<file path="config.mk">
export PLATFORM = sky130hd
export DESIGN_NAME = spi_master
export DESIGN_NICKNAME = d
export VERILOG_FILES = /design/src/rtl/spi_master.sv
export SDC_FILE = /design/constraint.sdc
export NUM_CORES = 1
export LEC_CHECK = 0
export BUFFER_PORTS_ARGS = -buffer_cell sky130_fd_sc_hd__buf_2
export CAP_MARGIN = 20
export CORE_ASPECT_RATIO = 0.75
export CORE_UTILIZATION = 35
export CTS_CLUSTER_SIZE = 8
export DETAILED_ROUTE_END_ITERATION = 10
export PLACE_DENSITY = 0.65
export SLEW_MARGIN = 10
export SYNTH_ARGS = -nofsm -noshare
export SYNTH_HDL_FRONTEND = slang
export SYNTH_SLANG_ARGS = --single-unit
export TNS_END_PERCENT = 5
</file>
<file path="constraint.sdc">
create_clock -name clk -period 3.8 [get_ports clk]
set_input_delay 0.38 -clock clk [delete_from_list [all_inputs] [get_ports clk]]
set_output_delay 0.38 -clock clk [all_outputs]
set_load 0.05 [all_outputs]
</file>
<file path="src/rtl/spi_master.sv">
// spi_master: full-duplex SPI master, one DATA_W-bit frame per start request.
// Supports all four CPOL/CPHA modes, a programmable SCLK divider, and a
// guaranteed CS-high gap between frames.
// Optional feature macro: SPI_MASTER_RX_EN
//   defined   - spi_miso is sampled and rx_data returns the received frame
//   undefined - the receive path is not built; rx_data is tied to zero
`timescale 1ns/1ps

module spi_master #(
  parameter int unsigned DATA_W  = 8,   // frame width in bits (>= 2)
  parameter int unsigned CLK_DIV = 16,  // clk cycles per SCLK half-period (>= 1)
  parameter int unsigned CPOL    = 0,   // SCLK idle level
  parameter int unsigned CPHA    = 0,   // 0: sample leading edge, 1: sample trailing edge
  parameter int unsigned CS_GAP  = 2    // clk cycles CS stays high after a frame (>= 1)
) (
  input  logic              clk,
  input  logic              rst,
  input  logic              start,
  input  logic [DATA_W-1:0] tx_data,
  output logic              busy,
  output logic              done,
  output logic [DATA_W-1:0] rx_data,
  output logic              spi_clk,
  output logic              spi_mosi,
  input  logic              spi_miso,
  output logic              spi_cs
);

  localparam int unsigned DIV_W  = $clog2(CLK_DIV + 1);
  localparam int unsigned EDGE_W = $clog2(2 * DATA_W + 1);
  localparam int unsigned GAP_W  = $clog2(CS_GAP + 1);

  localparam logic [DIV_W-1:0]  DIV_LAST   = DIV_W'(CLK_DIV - 1);
  localparam logic [EDGE_W-1:0] EDGE_FINAL = EDGE_W'(2 * DATA_W - 1);
  localparam logic [GAP_W-1:0]  GAP_LAST   = GAP_W'(CS_GAP - 1);
  localparam logic              IDLE_CLK   = 1'(CPOL);
  localparam logic              SAMPLE_PAR = 1'(CPHA);

  typedef enum logic [2:0] {
    S_IDLE,
    S_LEAD,
    S_SHIFT,
    S_TRAIL,
    S_GAP
  } state_e;

  state_e              state_q, state_d;
  logic [DIV_W-1:0]    div_q, div_d;
  logic [EDGE_W-1:0]   edge_q, edge_d;     // number of SCLK edges already produced
  logic [GAP_W-1:0]    gap_q, gap_d;
  logic [DATA_W-1:0]   tx_sh_q, tx_sh_d;
  logic                clk_q, clk_d;
  logic                mosi_q, mosi_d;
  logic                cs_q, cs_d;
  logic                busy_q, busy_d;
  logic                done_q, done_d;

  logic                accept;             // start taken this cycle
  logic                sclk_edge;          // an SCLK edge happens this cycle
  logic                leave_trail;        // frame ends this cycle

  // Next-state logic for the frame sequencer and the transmit path.
  always_comb begin
    // NOTE: every signal written here gets a default first, so no path can
    // leave one unassigned and infer a latch.
    state_d     = state_q;
    div_d       = div_q;
    edge_d      = edge_q;
    gap_d       = gap_q;
    tx_sh_d     = tx_sh_q;
    clk_d       = clk_q;
    mosi_d      = mosi_q;
    cs_d        = cs_q;
    busy_d      = busy_q;
    done_d      = 1'b0;
    accept      = 1'b0;
    sclk_edge   = 1'b0;
    leave_trail = 1'b0;

    unique case (state_q)
      S_IDLE: begin
        if (start) accept = 1'b1;
      end

      // CS setup time; the first SCLK edge fires as LEAD expires.
      S_LEAD: begin
        if (div_q == DIV_LAST) begin
          div_d     = '0;
          sclk_edge = 1'b1;
          state_d   = S_SHIFT;
        end else begin
          div_d = div_q + DIV_W'(1);
        end
      end

      S_SHIFT: begin
        if (div_q == DIV_LAST) begin
          div_d     = '0;
          sclk_edge = 1'b1;
          if (edge_q == EDGE_FINAL) state_d = S_TRAIL;
        end else begin
          div_d = div_q + DIV_W'(1);
        end
      end

      S_TRAIL: begin
        if (div_q == DIV_LAST) begin
          div_d       = '0;
          leave_trail = 1'b1;
          cs_d        = 1'b1;
          done_d      = 1'b1;
          gap_d       = '0;
          state_d     = S_GAP;
        end else begin
          div_d = div_q + DIV_W'(1);
        end
      end

      // CS-high gap; a start seen on its last cycle chains straight into
      // the next frame so back-to-back traffic has no extra bubble.
      S_GAP: begin
        if (gap_q == GAP_LAST) begin
          gap_d = '0;
          if (start) begin
            accept = 1'b1;
          end else begin
            busy_d  = 1'b0;
            state_d = S_IDLE;
          end
        end else begin
          gap_d = gap_q + GAP_W'(1);
        end
      end

      default: state_d = S_IDLE;
    endcase

    if (accept) begin
      state_d = S_LEAD;
      tx_sh_d = tx_data;
      cs_d    = 1'b0;
      busy_d  = 1'b1;
      div_d   = '0;
      edge_d  = '0;
      // Leading-edge samplers need the MSB on the wire before the first edge.
      if (CPHA == 0) mosi_d = tx_data[DATA_W-1];
    end

    if (sclk_edge) begin
      edge_d = edge_q + EDGE_W'(1);
      clk_d  = ~clk_q;
      if (CPHA == 0) begin
        // edge_q odd means this is an even (trailing) edge: shift out next bit,
        // except on the final edge where there is nothing left to send.
        if (edge_q[0] && (edge_q != EDGE_FINAL)) begin
          mosi_d  = tx_sh_q[DATA_W-2];
          tx_sh_d = {tx_sh_q[DATA_W-2:0], 1'b0};
        end
      end else begin
        // edge_q even means this is an odd (leading) edge: drive a bit.
        if (!edge_q[0]) begin
          mosi_d  = tx_sh_q[DATA_W-1];
          tx_sh_d = {tx_sh_q[DATA_W-2:0], 1'b0};
        end
      end
    end
  end

  // State and output registers; reset wins over everything.
  always_ff @(posedge clk) begin
    // NOTE: sequential state uses non-blocking assignments so every flop
    // samples its inputs from before the edge, independent of block order.
    if (rst) begin
      state_q <= S_IDLE;
      div_q   <= '0;
      edge_q  <= '0;
      gap_q   <= '0;
      tx_sh_q <= '0;
      clk_q   <= IDLE_CLK;
      mosi_q  <= 1'b0;
      cs_q    <= 1'b1;
      busy_q  <= 1'b0;
      done_q  <= 1'b0;
    end else begin
      state_q <= state_d;
      div_q   <= div_d;
      edge_q  <= edge_d;
      gap_q   <= gap_d;
      tx_sh_q <= tx_sh_d;
      clk_q   <= clk_d;
      mosi_q  <= mosi_d;
      cs_q    <= cs_d;
      busy_q  <= busy_d;
      done_q  <= done_d;
    end
  end

`ifdef SPI_MASTER_RX_EN
  logic [DATA_W-1:0] rx_sh_q, rx_sh_d;
  logic [DATA_W-1:0] rx_data_q, rx_data_d;

  // Receive shifter: samples on odd edges for CPHA=0, even edges for CPHA=1,
  // first bit ends up in the MSB; result is published as the frame ends.
  always_comb begin
    rx_sh_d   = rx_sh_q;
    rx_data_d = rx_data_q;
    if (sclk_edge && (edge_q[0] == SAMPLE_PAR)) begin
      rx_sh_d = {rx_sh_q[DATA_W-2:0], spi_miso};
    end
    if (leave_trail) rx_data_d = rx_sh_q;
  end

  // Receive registers.
  always_ff @(posedge clk) begin
    // NOTE: the receive shifter is reset along with everything else; it is
    // fully overwritten each frame, but a known value keeps rx_data clean.
    if (rst) begin
      rx_sh_q   <= '0;
      rx_data_q <= '0;
    end else begin
      rx_sh_q   <= rx_sh_d;
      rx_data_q <= rx_data_d;
    end
  end

  assign rx_data = rx_data_q;
`else
  // Receive path not built: spi_miso is deliberately left unconnected.
  logic unused_miso;
  logic unused_par;
  assign unused_miso = spi_miso;
  assign unused_par  = SAMPLE_PAR;
  assign rx_data     = '0;
`endif

  assign spi_clk  = clk_q;
  assign spi_mosi = mosi_q;
  assign spi_cs   = cs_q;
  assign busy     = busy_q;
  assign done     = done_q;

endmodule

</file>
==> run metrics <==
outcome=finished clean; CTS sink cnt=27; Final TNS setup=0 ns; Root Driver=clkbuf_8; pwr/cell area=372 mW/mm^2; CTS tree=yes; clock slew at reported path FFs=0.09 ns; Num CTS Buffers=3; Crit Path Class=reg -> reg; crit end category=register; Leakage=0.553 nW; grt ovf=0; most frequent cells in the layout=27 x dfxtp_1, 23 x nand2_1, 15 x nor2_1, 15 x buf_2; Crit path top cell by count=ha_1; hold violation count in the final report=0; Iteration-0 DRC Markers=60; Worst Max-Slew Pin Slew=0.533 ns; final worst path period share=0.546; Peak Freq=around 0.48 GHz; hpwl dp=1.85 mm; crit path max fanout=14; Post-Syn Area=roughly 0.0013 sq mm; antenna fix cells=0; register area share after synthesis=0.411; worst path arrival time=roughly 2.3 ns; Max Cap Viol=0; htree depth=1; share of layout cells above drive strength 1=0.167; Area growth syn-to-layout=7.22%; Die W=72.8 um; Slew HR=0.643; dpl cells=208; Critical Path Max Stage Delay=around 0.46 ns; largest net degree at the start of global routing=24; Routed Antenna Nets=0; most common cell after layout, fill and taps aside=dfxtp_1; Util after Layout=0.410; Max Root-Sink Buffers=2; Distinct cells, synth=41; FP Rows=18; final RePlAce weighted congestion=0.762; Starting Density=0.382; final total power=0.525 mW; WL final=2.48 mm; Slowest cell on crit path=nand4b_1; CP cell instances=ha_1 > and3_1 > ha_1 > nor2b_1 > nand4b_1 > a311oi_1; synthesized area per cell=8.66 sq um; initial antenna violation count=0; final setup violation count=0; postcts setup bufs=0; Tmin final=2.08 ns; Layout fillers=355; DIE HEIGHT=55.1 um; die area=0.00401 sq mm; Post-Synthesis Cells=152; drt drc=0; DR pass1 iterations=4; IO Port Bufs=15; fin cells=~210; post-synthesis register bit count=27; vias in the first global route=947; wire per inst=11.7 um; Layout Skew=~0.0044 ns; total number of yosys warnings=0; Total GRT Usage=0.137; first-pass GRT wire length=4.21 mm; via count=1054; Final nets=about 180; CTS resizes=0; # hold bufs at CTS=0; Worst Hold Class=in -> reg; peak supply drop=0.179 mV; Critical Path RT=3.98 ns; Vias/cell=4.97; Min Hold Slack=0.367 ns; core area=0.00345 sq mm; CP Launch Type=register; RSZ-0062 raised after global routing=false; Worst-Skew Late Latency=0.27 ns; Pins Over Slew Limit=0; IO Pins=25
## worst max-delay path, delay by kind of cell (launching register included)
kind,cells,cell delay [ns]
simple gates,3,0.80
fa+ha+maj,2,0.43
compound gates,1,0.40
flops,1,0.36
## routing by layer
layer	part of all wire	global-route usage	wire length [um]
met5	0	0	0
met4	0	0.0196	0
met3	0.054	0.0435	133
met2	0.47	0.226	1160
met1	0.48	0.182	1190
## cells in the mapped netlist
cell | instances | area, sq um
mux2i_1 | 1 | 10.0
nor2_1 | 15 | 56.3
or3_1 | 2 | 12.5
buf_1 | 1 | 3.75
ha_1 | 3 | 37.5
a21oi_4 | 1 | 16.3
or2_2 | 1 | 6.26
o21bai_1 | 1 | 7.51
a21o_2 | 1 | 8.76
conb_1 | 1 | 3.75
xor2_1 | 4 | 35.0
and3_1 | 2 | 12.5
buf_2 | 1 | 5.00
nand3b_2 | 1 | 11.3
nor3_1 | 6 | 30.0
and4b_1 | 1 | 10.0
a211oi_1 | 1 | 7.51
o211ai_1 | 2 | 15.0
nand2b_1 | 3 | 18.8
inv_1 | 2 | 7.51
o21ai_0 | 2 | 10.0
buf_4 | 10 | 75.1
nand4_1 | 1 | 6.26
a21oi_1 | 8 | 40.0
or2b_2 | 1 | 8.76
a21o_1 | 1 | 7.51
o21ba_2 | 1 | 10.0
a311oi_1 | 8 | 70.1
dfxtp_1 | 27 | 541
buf_6 | 2 | 22.5
a31oi_1 | 1 | 6.26
clkbuf_1 | 2 | 7.51
xnor2_1 | 1 | 8.76
nor3b_2 | 1 | 12.5
nor4_1 | 1 | 6.26
nand3_1 | 6 | 30.0
nor2b_1 | 1 | 6.26
a31o_2 | 1 | 8.76
nand4b_1 | 3 | 26.3
or3b_4 | 1 | 11.3
nand2_1 | 23 | 86.3
## sequential cells by signal (all words and copies together) (netlist names)
register	count
tx_sh_q	7
div_q	5
edge_q	5
state_q	3
gap_q	2
busy	1
done	1
spi_clk	1
spi_cs	1
spi_mosi	1
## metrics by stage
| stage | area [sq um] | setup slack [ns] |
|---|---|---|
| CTS | 1410 | 1.74 |
| global route | 1410 | 1.41 |
| global placement | 1370 | 1.82 |
| floorplan | 1340 | 2.14 |
| detailed placement | 1370 | 1.77 |
| finish | 1410 | 1.72 |
## power by group
part / internal [mW] / switching (mW) / leakage (nW)
clock: 0.0750 / 0.0833 / 0.0228
sequential: 0.292 / 0.00679 / 0.220
combinational: 0.0186 / 0.0498 / 0.311
total: 0.385 / 0.140 / 0.553
## layout make-up
type                    instances  area [sq um]  share of cell area
repair buffers                 15          75.1              0.0532
well taps                      50          62.6              0.0443
clock buffers                   4          45.0              0.0319
multi-input cells             114           681               0.482
inverters                       2          7.51             0.00532
flip-flops and latches         27           541               0.383
## final timing paths
path / slack (ns) / startpoint / to / cells after the start
max: 1.72 / edge_q[0]$_SDFFE_PP0P_ / tx_sh_q[1]$_SDFF_PP0_ / 6
min reg2reg: 0.46 / gap_q[1]$_SDFFE_PP0P_ / gap_q[1]$_SDFFE_PP0P_ / 2
max reg2reg: 1.72 / edge_q[0]$_SDFFE_PP0P_ / tx_sh_q[1]$_SDFF_PP0_ / 6
min: 0.37 / tx_data[3] / tx_sh_q[3]$_SDFF_PP0_ / 3
## cell families (layout without fill, tap and decap cells)
logic type	after synthesis	count (layout)	share of synthesized area
compound gates	28	28	0.158
xor+xnor	5	5	0.0333
fa+ha+maj	3	3	0.0285
buf+inv	18	21	0.0922
flops	27	27	0.411
mux	1	1	0.00760
other cells	1	8	0.00285
simple gates	69	69	0.267
No activity file was read; power rests on OpenSTA's default activity.
